<file path="src/rtl/alu_mul_seq.sv">
// Sequential unsigned 16x16 -> 32 multiplier that drives the shared 16-bit ALU
// through one ADD and one SHIFT cycle per multiplier bit.
module alu_mul_seq (
    input  logic        clk,
    input  logic        reset_n,
    input  logic        start,
    input  logic [15:0] a,
    input  logic [15:0] b,
    output logic        busy,
    output logic        done,
    output logic [31:0] product,
    output logic [15:0] alu_r,
    output logic [15:0] alu_s,
    output logic [3:0]  alu_op,
    input  logic [15:0] alu_y,
    input  logic        alu_c
);

    localparam logic [3:0] OpNone  = 4'b0000;
    localparam logic [3:0] OpPassR = 4'b0001;
    localparam logic [3:0] OpAdd   = 4'b0100;

    typedef enum logic [1:0] {StIdle, StAdd, StShift, StDone} state_e;

    state_e      state_q, state_d;
    logic [15:0] acc_q;
    logic [15:0] mq_q;
    logic [15:0] mcand_q;
    logic        cy_q;
    logic [3:0]  cnt_q;
    logic [31:0] product_q;

    always_ff @(posedge clk or negedge reset_n) begin
        if (!reset_n) begin
            state_q <= StIdle;
        end else begin
            state_q <= state_d;
        end
    end

    always_comb begin
        state_d = state_q;
        alu_op  = OpNone;
        alu_r   = 16'h0000;
        alu_s   = 16'h0000;
        unique case (state_q)
            StIdle: begin
                if (start) state_d = StAdd;
            end
            StAdd: begin
                alu_r   = acc_q;
                alu_s   = mcand_q;
                // A zero multiplier bit still runs the ALU, as pass-R with carry 0.
                alu_op  = mq_q[0] ? OpAdd : OpPassR;
                state_d = StShift;
            end
            StShift: begin
                state_d = (cnt_q == 4'd15) ? StDone : StAdd;
            end
            StDone: begin
                state_d = StIdle;
            end
            default: state_d = StIdle;
        endcase
    end

    always_ff @(posedge clk or negedge reset_n) begin
        if (!reset_n) begin
            acc_q     <= 16'h0000;
            mq_q      <= 16'h0000;
            mcand_q   <= 16'h0000;
            cy_q      <= 1'b0;
            cnt_q     <= 4'd0;
            product_q <= 32'h0000_0000;
        end else begin
            unique case (state_q)
                StIdle: begin
                    if (start) begin
                        acc_q   <= 16'h0000;
                        mq_q    <= a;
                        mcand_q <= b;
                        cy_q    <= 1'b0;
                        cnt_q   <= 4'd0;
                    end
                end
                StAdd: begin
                    cy_q  <= alu_c;
                    acc_q <= alu_y;
                end
                StShift: begin
                    // Carry of the preceding add enters acc[15].
                    {cy_q, acc_q, mq_q} <= {1'b0, cy_q, acc_q, mq_q} >> 1;
                    if (cnt_q == 4'd15) begin
                        product_q <= {cy_q, acc_q, mq_q[15:1]};
                    end else begin
                        cnt_q <= cnt_q + 4'd1;
                    end
                end
                default: ;
            endcase
        end
    end

    assign busy    = (state_q != StIdle);
    assign done    = (state_q == StDone);
    assign product = product_q;

endmodule

</file>
<file path="config.mk">
export PLATFORM = sky130hd
export DESIGN_NAME = alu_mul_seq
export DESIGN_NICKNAME = d
export VERILOG_FILES = /design/src/rtl/alu_mul_seq.sv
export SDC_FILE = /design/constraint.sdc
export NUM_CORES = 1
export LEC_CHECK = 0
export BUFFER_PORTS_ARGS = -buffer_cell sky130_fd_sc_hd__buf_2
export CAP_MARGIN = 20
export CORE_ASPECT_RATIO = 1.75
export CORE_MARGIN = 2
export CORE_UTILIZATION = 55
export DETAILED_ROUTE_END_ITERATION = 10
export MAX_ROUTING_LAYER = met4
export PLACE_DENSITY = 0.85
export SLEW_MARGIN = 10
export SYNTH_ARGS = -nofsm -noshare
export SYNTH_HDL_FRONTEND = slang
export SYNTH_SLANG_ARGS = --single-unit
</file>
<file path="constraint.sdc">
create_clock -name clk -period 4.25 [get_ports clk]
set_clock_uncertainty 0.05 [all_clocks]
set_input_delay 0.85 -clock clk [delete_from_list [all_inputs] [get_ports clk]]
set_output_delay 0.85 -clock clk [all_outputs]
set_load 0.03 [all_outputs]
</file>
# After elaboration in Yosys (flattened, before gate mapping)
# Cells that the tools add are included.
[word_totals]
reg_bits = 87
inputBits = 52
output_inout_bits = 70
wordCells = 39
[classes]
add_sub_neg = 1
eq_ne = 6
n_mux = 16
n_reduce_logical = 9
[op_table]
columns = ["cell", "n"]
rows = [
  ["$mux W16", 4],
  ["$pmux W16 S3", 1],
  ["$pmux W16 S2", 1],
  ["$mux W4", 2],
  ["$pmux W2 S4", 1],
  ["$pmux W4 S2", 1],
  ["$reduce_and A2 Y1", 4],
  ["$mux W3", 2],
  ["$add A4 B1 Y4 const B", 1],
  ["$eq A2 B2 Y1 const B", 2],
  ["$eq A4 B4 Y1 const B", 1],
  ["$mux W2", 2],
  ["$ne A2 B2 Y1 const B", 2],
  ["$reduce_bool A2 Y1", 2],
  ["$pmux W1 S3", 1],
  ["$reduce_and A3 Y1", 1],
  ["$reduce_bool A3 Y1", 1],
  ["$eq A2 B1 Y1 const B", 1],
  ["$logic_not A2 Y1", 1],
  ["$mux W1", 1],
]

# Longest topological paths before layout
[depth]
word_depth = 3
mapped_depth = 7
depth_no_buf = 5

# Least setup slack after synthesis
# Ideal clock, no wire load.
[synth_path]
path_kind = "register to output"
start = "reg state_q[1]"
end = "out alu_op[0]"
arrival_ns = 1.482
required_ns = 3.350
slack_ns = 1.868
path_stages_with_launch = 5
path_cell_list = "dfrtp_1 inv_1 ha_1 clkbuf_1 nor2b_1"
[synth_between]
elab_chain_len = 2
[synth_lines]
columns = ["element", "line_no", "rtl"]
rows = [
  ["start: declaration", "25", "state_e state_q, state_d;"],
  ["start signal: assignment", "35", "state_q <= StIdle;"],
  ["start signal: assignment", "37", "state_q <= state_d;"],
  ["$eq A2 B1 Y1", "46", "unique case (state_q)"],
  ["$mux W3", "46", ""],
  ["end: declaration", "14", "output logic [3:0] alu_op,"],
]
# Every way passes these cells.

# Worst setup path in the final report
[layout_path]
start = "reg state_q[1]"
end = "out alu_r[15]"
[layout_between]
elab_chain_len = 2
[layout_lines]
columns = ["element", "line_no", "rtl"]
rows = [
  ["$eq A2 B1 Y1", "46", ""],
  ["$mux W16", "46", ""],
  ["end: declaration", "12", "output logic [15:0] alu_r,"],
]
# Every way passes these cells.

==> impl_metrics.csv <==
group,metric,value,unit
run_status,status,"finished clean",
final_layout,post-route-util,0.7022,
setup_path,worstPathRequired,3350,ps
setup_path,r2r-end,"cnt_q[3]",
sta,fin_ws,1437,ps
placement,place.gp.congestion,0.7400,
synthesis,synth.most_common_cell,"dfrtp_1",
placement,port_buffers,119,
floorplan,coreArea,6907,um^2
power,power.density,632.2,nW/um^2
clock_network,cts_tree,"done",
grt,track_usage,0.2248,
synthesis,yosysUniqueCellTypes,32,
final_layout,area_growth,23.72,%
clock_network,postCtsSetupRepairBufs,0,
synthesis,synth.avg_cell_area,11.99,um^2
synthesis,synth_ff_type,"dfrtp_1",
sta,grt_setup_unrepaired,"no",
grt,antenna_found_initial,0,
flow_run,drv_cap,0,
setup_path,reg2reg_from,"state_q[0]",
clock_network,hold_buffers,0,
synthesis,ys_top_cells_by_count,"dfrtp_1 (87), mux2_2 (48), nand2_1 (36)",
clock_network,cts.clk_slew.worst_paths,60,ps
clock_network,cts_buffers,9,
synthesis,syn-cell-area,3920,um^2
grt,grt-ovfl-total,0,
final_layout,post-route-cell-area,4850,um^2
setup_path,cp_max_fo,47,
floorplan,start_util,0.5676,
routing,wl,8.095,mm
placement,dp_slack,1774,ps
floorplan,boundaryPins,122,
placement,hpwl,5.750,mm
power,p_leak,2.564,nW
routing,dr_total_vias,2867,
floorplan,die_w,67.82,um
setup_path,crit_type,"reg2out",
clock_network,h-tree-depth,3,
floorplan,std_cell_rows,40,
routing,drt_iter0_drc,169,
synthesis,synth_edf_count,0,
synthesis,ys.warnings.count,0,
hold_path,hp-class,"in2async",
synthesis,ys_seq_area_frac,0.5554,
sta,post-route-period-util,0.6619,
routing,vias_per_cell,5.430,
final_layout,drive_gt1_frac,0.4234,
routing,drt.antenna.violating_nets,0,
synthesis,synth_top_area_frac,0.5554,
clock_network,cts_sinks,87,
clock_network,clk_path_buf_depth,2,
setup_path,arrival,1910,ps
final_layout,nets,499,
final_layout,diodes,0,
synthesis,ys_seq_elements,87,
synthesis,async_flop_share,1.000,
grt,grt_max_degree,88,
floorplan,fp.dieArea,7845,um^2
sta,slew_headroom,0.3562,
grt,grt_pass1_wl,12.65,mm
sta,drv_slew,0,
setup_path,reg2reg_depth,5,
synthesis,synth_cells,327,
setup_path,ff2ff_setup_slack,1810,ps
routing,wl_per_cell,15.33,um
sta,period_needed,2813,ps
clock_network,clk_latency,330,ps
sta,finalSetupTns,0,ps
routing,drc,0,
clock_network,post_cts_resized,0,
power,vdd_ir_drop_max,0.4301,mV
floorplan,die-height,115.7,um
synthesis,synth_area_leaders,"dfrtp_1 (56%), mux2_2 (14%), and2_1 (5.3%)",
sta,finalHoldViolations,0,
sta,fmax,0.3555,GHz
setup_path,crit_path_start_kind,"flip-flop",
clock_network,cts_root_buf,"clkbuf_16",
routing,drt_first_pass_iters,4,
synthesis,synth.largest_area_cell,"dfrtp_1",
setup_path,cp-end-kind,"output pin",
sta,finalSetupViolCount,0,
placement,placed_area,4563,um^2
grt,grt_pass1_vias,2847,
sta,tightest_slew,965.7,ps
-- layout by cell type, fill, tap and decap left out, types with 2 or more instances in the layout --
cell       count
clkbuf_1       4
nand2_1       36
buf_4          3
buf_2        118
and2_1        33
buf_16         2
conb_1         2
inv_1          4
clkbuf_16      9
ha_1           6
a22oi_1       16
a21oi_1        2
nand4b_1       2
dfrtp_1       87
nor2b_1        2
o21ai_0       35
mux2_2        48
mux2i_1       17
-- routing by layer --
layer	share of wire	GRT usage
met5	0	-
met4	0.022	0.1013
met3	0.058	0.05631
met2	0.51	0.3667
met1	0.41	0.2573
-- how the worst max path moves through the flow --
stage | start | to | slack [ps] | cells past startpoint
floorplan | state_q[1] | alu_op[0] | 1870 | 4
finish | state_q[1] | alu_r[15] | 1440 | 5
detailed placement | state_q[1] | alu_r[15] | 1770 | 5
global placement | state_q[0] | product[9] | 1770 | 4
CTS | state_q[1] | alu_r[15] | 1410 | 5
global route | state_q[1] | alu_r[15] | 1270 | 5
-- kinds of logic after synthesis --
family          after synthesis  synth area share
simple gates                 79            0.1063
buf+inv                      26           0.03160
other cells                   1         0.0009566
flops                        87            0.5554
fa+ha+maj                     7           0.02234
mux                          68            0.1944
compound gates               59           0.08906
-- worst max-delay path, cell delays in order, from the launching register on --
cell	delay, ps
dfrtp_1	430
inv_1	130
ha_1	240
buf_4	370
and2_1	210
buf_2	200
-- cell type report --
| class | instances | area (um^2) |
|---|---|---|
| Clock inverter | 1 | 5.005 |
| Tap cell | 84 | 105.1 |
| Multi-Input combinational cell | 215 | 1625 |
| Timing Repair Buffer | 123 | 668.1 |
| Clock buffer | 14 | 254.0 |
| Inverter | 4 | 15.01 |
| Sequential cell | 87 | 2177 |
| Fill cell | 505 | 2057 |
-- metrics by stage --
step           cells  hold slack [ps]  power [mW]
2_1_floorplan    328            414.5       2.092
3_3_place_gp     511            429.1       2.351
3_5_place_dp     512            437.2       2.401
4_1_cts          527            449.4       3.097
5_1_grt          528            397.6       3.286
6_report         528            379.6       3.066
-- flip-flops by register name, summed over array words and instances (netlist names) --
name	cells
state_q	2
mq_q	16
acc_q	16
mcand_q	16
product	32
cnt_q	4
cy_q	1
-- report_power, final --
group / total (mW) / switching, mW / internal [mW] / leakage (nW)
Combinational: 1.19 / 0.744 / 0.441 / 1.29
Sequential: 1.19 / 0.144 / 1.04 / 1.14
Clock: 0.693 / 0.284 / 0.408 / 0.127
Power figures use the tool's default switching activity.
